<file path="src/rtl/ifu_axi_fetch.sv">
// Instruction fetch unit: one outstanding single-beat AXI4-Lite read per fetch,
// result presented to decode under a valid/ready handshake.
module ifu_axi_fetch #(
  parameter int unsigned       ADDR_W   = 32,
  parameter int unsigned       DATA_W   = 32,
  parameter logic [DATA_W-1:0] ERR_INST = DATA_W'(0)
) (
  input  logic              clk,
  input  logic              rst,
  input  logic [ADDR_W-1:0] pc,
  input  logic              s_valid,
  output logic              s_ready,
  output logic [DATA_W-1:0] inst,
  output logic [ADDR_W-1:0] pc_out,
  output logic              fetch_err,
  output logic              m_valid,
  input  logic              m_ready,
  output logic [ADDR_W-1:0] araddr,
  output logic              arvalid,
  input  logic              arready,
  input  logic [DATA_W-1:0] rdata,
  input  logic [1:0]        rresp,
  input  logic              rvalid,
  output logic              rready
);

  localparam logic [1:0] RESP_OKAY = 2'b00;

  typedef enum logic [1:0] {
    IDLE,
    AR,
    R,
    HOLD
  } state_e;

  state_e            state_q, state_d;
  logic [ADDR_W-1:0] araddr_q, araddr_d;
  logic [ADDR_W-1:0] pc_out_q, pc_out_d;
  logic [DATA_W-1:0] inst_q, inst_d;
  logic              arvalid_q, arvalid_d;
  logic              rready_q, rready_d;
  logic              m_valid_q, m_valid_d;
  logic              fetch_err_q, fetch_err_d;

  // Next-state and registered-output logic; s_ready is the only combinational output
  always_comb begin
    state_d     = state_q;
    araddr_d    = araddr_q;
    pc_out_d    = pc_out_q;
    inst_d      = inst_q;
    arvalid_d   = arvalid_q;
    rready_d    = rready_q;
    m_valid_d   = m_valid_q;
    fetch_err_d = fetch_err_q;
    s_ready     = 1'b0;

    case (state_q)
      IDLE: begin
        s_ready = 1'b1;
        if (s_valid) begin
          araddr_d  = pc;
          pc_out_d  = pc;
          arvalid_d = 1'b1;
          state_d   = AR;
        end
      end
      AR: begin
        if (arready) begin
          arvalid_d = 1'b0;
          rready_d  = 1'b1;
          state_d   = R;
        end
      end
      R: begin
        if (rvalid) begin
          inst_d      = (rresp == RESP_OKAY) ? rdata : ERR_INST;
          fetch_err_d = (rresp != RESP_OKAY);
          rready_d    = 1'b0;
          m_valid_d   = 1'b1;
          state_d     = HOLD;
        end
      end
      HOLD: begin
        s_ready = m_ready;
        if (m_ready) begin
          m_valid_d = 1'b0;
          // Back-to-back fetch skips the IDLE bubble
          if (s_valid) begin
            araddr_d  = pc;
            pc_out_d  = pc;
            arvalid_d = 1'b1;
            state_d   = AR;
          end else begin
            state_d = IDLE;
          end
        end
      end
      default: state_d = IDLE;
    endcase
  end

  always_ff @(posedge clk) begin
    if (rst) begin
      state_q     <= IDLE;
      araddr_q    <= '0;
      pc_out_q    <= '0;
      inst_q      <= '0;
      arvalid_q   <= 1'b0;
      rready_q    <= 1'b0;
      m_valid_q   <= 1'b0;
      fetch_err_q <= 1'b0;
    end else begin
      state_q     <= state_d;
      araddr_q    <= araddr_d;
      pc_out_q    <= pc_out_d;
      inst_q      <= inst_d;
      arvalid_q   <= arvalid_d;
      rready_q    <= rready_d;
      m_valid_q   <= m_valid_d;
      fetch_err_q <= fetch_err_d;
    end
  end

  assign araddr    = araddr_q;
  assign pc_out    = pc_out_q;
  assign inst      = inst_q;
  assign arvalid   = arvalid_q;
  assign rready    = rready_q;
  assign m_valid   = m_valid_q;
  assign fetch_err = fetch_err_q;

endmodule
</file>
<file path="config.mk">
export PLATFORM = sky130hd
export DESIGN_NAME = ifu_axi_fetch
export DESIGN_NICKNAME = d
export VERILOG_FILES = /design/src/rtl/ifu_axi_fetch.sv
export SDC_FILE = /design/constraint.sdc
export NUM_CORES = 1
export LEC_CHECK = 0
export BUFFER_PORTS_ARGS = -buffer_cell sky130_fd_sc_hd__buf_2
export CAP_MARGIN = 20
export CORE_ASPECT_RATIO = 0.75
export CORE_MARGIN = 3
export CORE_UTILIZATION = 44
export DETAILED_ROUTE_END_ITERATION = 8
export PLACE_DENSITY = 0.92
export SLEW_MARGIN = 20
export SYNTH_ARGS = -nofsm -noshare
export SYNTH_HDL_FRONTEND = slang
export SYNTH_SLANG_ARGS = --single-unit
</file>
<file path="constraint.sdc">
create_clock -name clk -period 2.1 [get_ports clk]
set_input_delay 0.21 -clock clk [delete_from_list [all_inputs] [get_ports clk]]
set_output_delay 0.21 -clock clk [all_outputs]
set_load 0.05 [all_outputs]
</file>
==> impl.org <==
** Floorplan
- After floorplanning, the core was sized to cover 6440 sq um.
- 173 I/O pins were placed.
- Height of the chip :: 77.4 microns
- The die covers approximately 7800 sq um.
- Horiz. Die Dim :: 101 microns
- Initial Utilization :: 0.465
- Row Count :: 25

** Cells and area
- After the last flow step, the layout net total stands at 539.
- Final Instance Count excl. Fillers :: about 550
- 0 antenna diodes ended up in the layout.
- Post-synthesis to final-layout area growth :: 30.9%
- Fraction of layout cells with a size suffix above 1 :: 0.558

** Power and ir drop
- Ratio of total power to cell area :: 1350 nW/um^2
- Leakage power summed over all cells :: 1.89 nW
- Overall power consumption after layout is estimated at 5.28 mW.
- Maximum vdd drop :: 0.669 mV

** Clock network
- Clock-pin slew was measured on the worst setup and hold paths at 0.08 ns.
- TritonCTS Buffers :: 9
- Total of hold buffers inserted after clock tree synthesis :: 0
- Clock Sinks :: 70
- Clock latency reported for the late side of the worst-skew pair :: approximately 0.34 ns
- The H-tree was split into 3 levels.
- # Post-CTS Setup Buffers :: 0
- Post-CTS sizing :: 0
- Clock tree from TritonCTS :: done
- Worst-case clock buffer depth :: 2
- Cell chosen for the clock root :: sky130_fd_sc_hd__clkbuf_8

** Routing
- Count of nets left with antenna violations after detail routing :: 0
- Post-DR vias/cell :: 4.84
- Avg WL per Cell :: 13.6 microns
- Violation count after the first detailed-route iteration :: 65
- Total routed wirelength :: 7.42 mm
- The routed layout has ~2,600 vias.
- For this run, the detailed router's first-pass iteration total came to 4.
- DRC violations left :: 0

** Setup path
- STA classifies the critical path startpoint as a flip-flop.
- Of all nets on the critical path, the largest fanout is 31.
- Together, buffers and inverters on the worst path number 2.
- Traced cell by cell, the critical path runs through inv_1 > ha_1 > or3b_2 > buf_12 > nand2_1 > a21oi_1.
- CP Capture Type :: flip-flop
- The critical path is of the flip-flop to flip-flop type.
- Slowest stage cell, crit path :: sky130_fd_sc_hd__or3b_2
- The largest single stage delay on the critical path is 0.54 ns.
- Among cell families on the critical path, the largest total delay comes from simple AND/OR/NAND/NOR gates.
- At the worst endpoint, the arrival time is 2.17 ns.
- Required arrival time at the worst endpoint :: about 2.3 ns

** Synth
- The largest total area in the synthesized netlist belongs to sky130_fd_sc_hd__dfxtp_1.
- After synthesis, the cell types taking the most area are sky130_fd_sc_hd__dfxtp_1, sky130_fd_sc_hd__a21oi_2, sky130_fd_sc_hd__a22oi_1, sky130_fd_sc_hd__buf_4, sky130_fd_sc_hd__nand2_2.
- Synth warn :: 0
- Fraction of the yosys area taken by sequential cells :: 0.468
- For this run, asynchronously set or reset flops after synthesis account for 0.
- The cell count after synthesis came out at about 320.
- The share of synthesized area in the top cell type comes to 0.468.
- The cell area that synthesis handed to floorplanning was 2990 sq um.
- Unique masters post-synth :: 26
- Counting flops and latches in the post-synthesis netlist gives 70.
- Synthesized netlist net count :: about 400
- Number of enable flip-flop cells after synthesis :: 0
- Each instance of the synthesized netlist takes up on average 9.27 sq um.
- Primary flip-flop cell chosen by synthesis mapping :: sky130_fd_sc_hd__dfxtp_1

** Global routing
- Global-route wire length before repair :: 11.8 mm
- Number of global-route vias before repair :: 2,625
- Global Route Usage Sum :: 0.185
- Initial antenna violation count :: 0
- Entering global routing, the biggest net connects 33 pins.
- GRT overflow :: 0

** Place
- Pre-CTS setup slack :: around 0.14 ns
- Placed wire-length estimate :: roughly 5.6 mm
- The congestion estimate from routability-driven global placement came to 0.758.
- Counting tap cells, the placed design contains a total of 531 instances.
- Port buffering added 172 buffers.

** Status
- The flow ran to the end, and the final reports show no timing, DRC or antenna violations.

** Timing
- In the final timing run, aggregate negative setup slack is 0 ns.
- Fin crit period :: 1.97 ns
- Worst hold slack :: 0.103 ns
- Largest clock skew in the final design :: 0.0114 ns
- The final hold violation count came to 0.
- Setup slack closes at 0.126 ns.
- Setup repair after global routing left no endpoint under its margin.
- Final Setup Violations :: 0
- Of the available clock period, the critical path in the final layout requires 0.940.
- Max Freq :: slightly above 500 MHz
- Headroom to the max-slew limit came out at 0.639.
- Count of pins over their slew limit :: 0
- Worst Tran Pin Value :: 0.541 ns

** Run
- Max-cap violations in this run came to 0.

** Worst hold path
- Type of the most critical hold path :: input pin to flip-flop
[cell usage after synthesis, types with 2 or more instances]
cell,instances
sky130_fd_sc_hd__inv_1,3
sky130_fd_sc_hd__a21oi_1,9
sky130_fd_sc_hd__nand2_2,30
sky130_fd_sc_hd__dfxtp_1,70
sky130_fd_sc_hd__buf_4,32
sky130_fd_sc_hd__buf_2,7
sky130_fd_sc_hd__nand2b_1,4
sky130_fd_sc_hd__ha_1,6
sky130_fd_sc_hd__mux2i_1,2
sky130_fd_sc_hd__a22oi_1,32
sky130_fd_sc_hd__nor2_1,37
sky130_fd_sc_hd__nand2_1,36
sky130_fd_sc_hd__a21oi_2,30
sky130_fd_sc_hd__clkbuf_1,11
sky130_fd_sc_hd__buf_6,3
[registers in the layout (all words and copies together) (netlist names)]
| register | count |
|---|---|
| araddr | 32 |
| m_valid | 1 |
| rready | 1 |
| fetch_err | 1 |
| state_q | 2 |
| arvalid | 1 |
| inst | 32 |
[logic make-up (layout without fill, tap and decap cells)]
kind of cell,count (synthesis),in the layout,share of synthesized area
AO/OA/AOI/OAI,74,74,0.191
AND/OR/NAND/NOR,115,115,0.189
multiplexers,2,2,0.00669
adder cells (fa/ha/maj),6,6,0.0251
flip-flops,70,70,0.468
buffers and inverters,56,199,0.121
[final timing paths]
path         startpoint    endpoint  slack (ns)  depth (start not counted)
max          state_q[1]  araddr[31]        0.13                          6
min           rdata[22]    inst[22]        0.10                          3
max reg2reg  state_q[1]  araddr[31]        0.13                          6
min reg2reg   araddr[3]   araddr[3]        0.47                          2
[cell type report]
class	instances	area, sq um
clock buffers	10	138
multi-input cells	197	1240
inverters	3	11.3
flip-flops and latches	70	1400
clock inverters	6	71.3
fillers	568	2520
well taps	81	101
repair buffers	180	958
[metal layers]
metal | wire length [microns] | global-route usage
met5 | 0 | 0
met4 | 89 | 0.0544
met3 | 652 | 0.0557
met2 | 3740 | 0.340
met1 | 2940 | 0.203
[tightest hold or removal path: stages]
cell	delay [ns]
sky130_fd_sc_hd__buf_2	0.08
sky130_fd_sc_hd__a22oi_1	0.05
sky130_fd_sc_hd__nor2_1	0.07
[report_power, final]
group | internal [mW] | switching [mW] | total (mW) | leakage [nW]
Combinational | 0.638 | 1.87 | 2.51 | 1.22
Sequential | 1.52 | 0.149 | 1.67 | 0.570
Clock | 0.586 | 0.512 | 1.10 | 0.0987
Total | 2.74 | 2.53 | 5.28 | 1.89
[stage by stage]
stage,util,area [sq um]
floorplan,-,2990
global placement,0.576,3710
detailed placement,0.576,3710
CTS,0.608,3920
global route,0.608,3920
finish,0.608,3920
[layout by cell type (no fill, tap or decap), types with 6 or more instances in the layout]
master,count
sky130_fd_sc_hd__a21oi_2,30
sky130_fd_sc_hd__nor2_1,37
sky130_fd_sc_hd__buf_2,172
sky130_fd_sc_hd__clkbuf_8,10
sky130_fd_sc_hd__a22oi_1,32
sky130_fd_sc_hd__nand2_1,36
sky130_fd_sc_hd__dfxtp_1,70
sky130_fd_sc_hd__nand2_2,30
sky130_fd_sc_hd__a21oi_1,9
sky130_fd_sc_hd__ha_1,6
No activity file was read; power rests on OpenSTA's default activity.
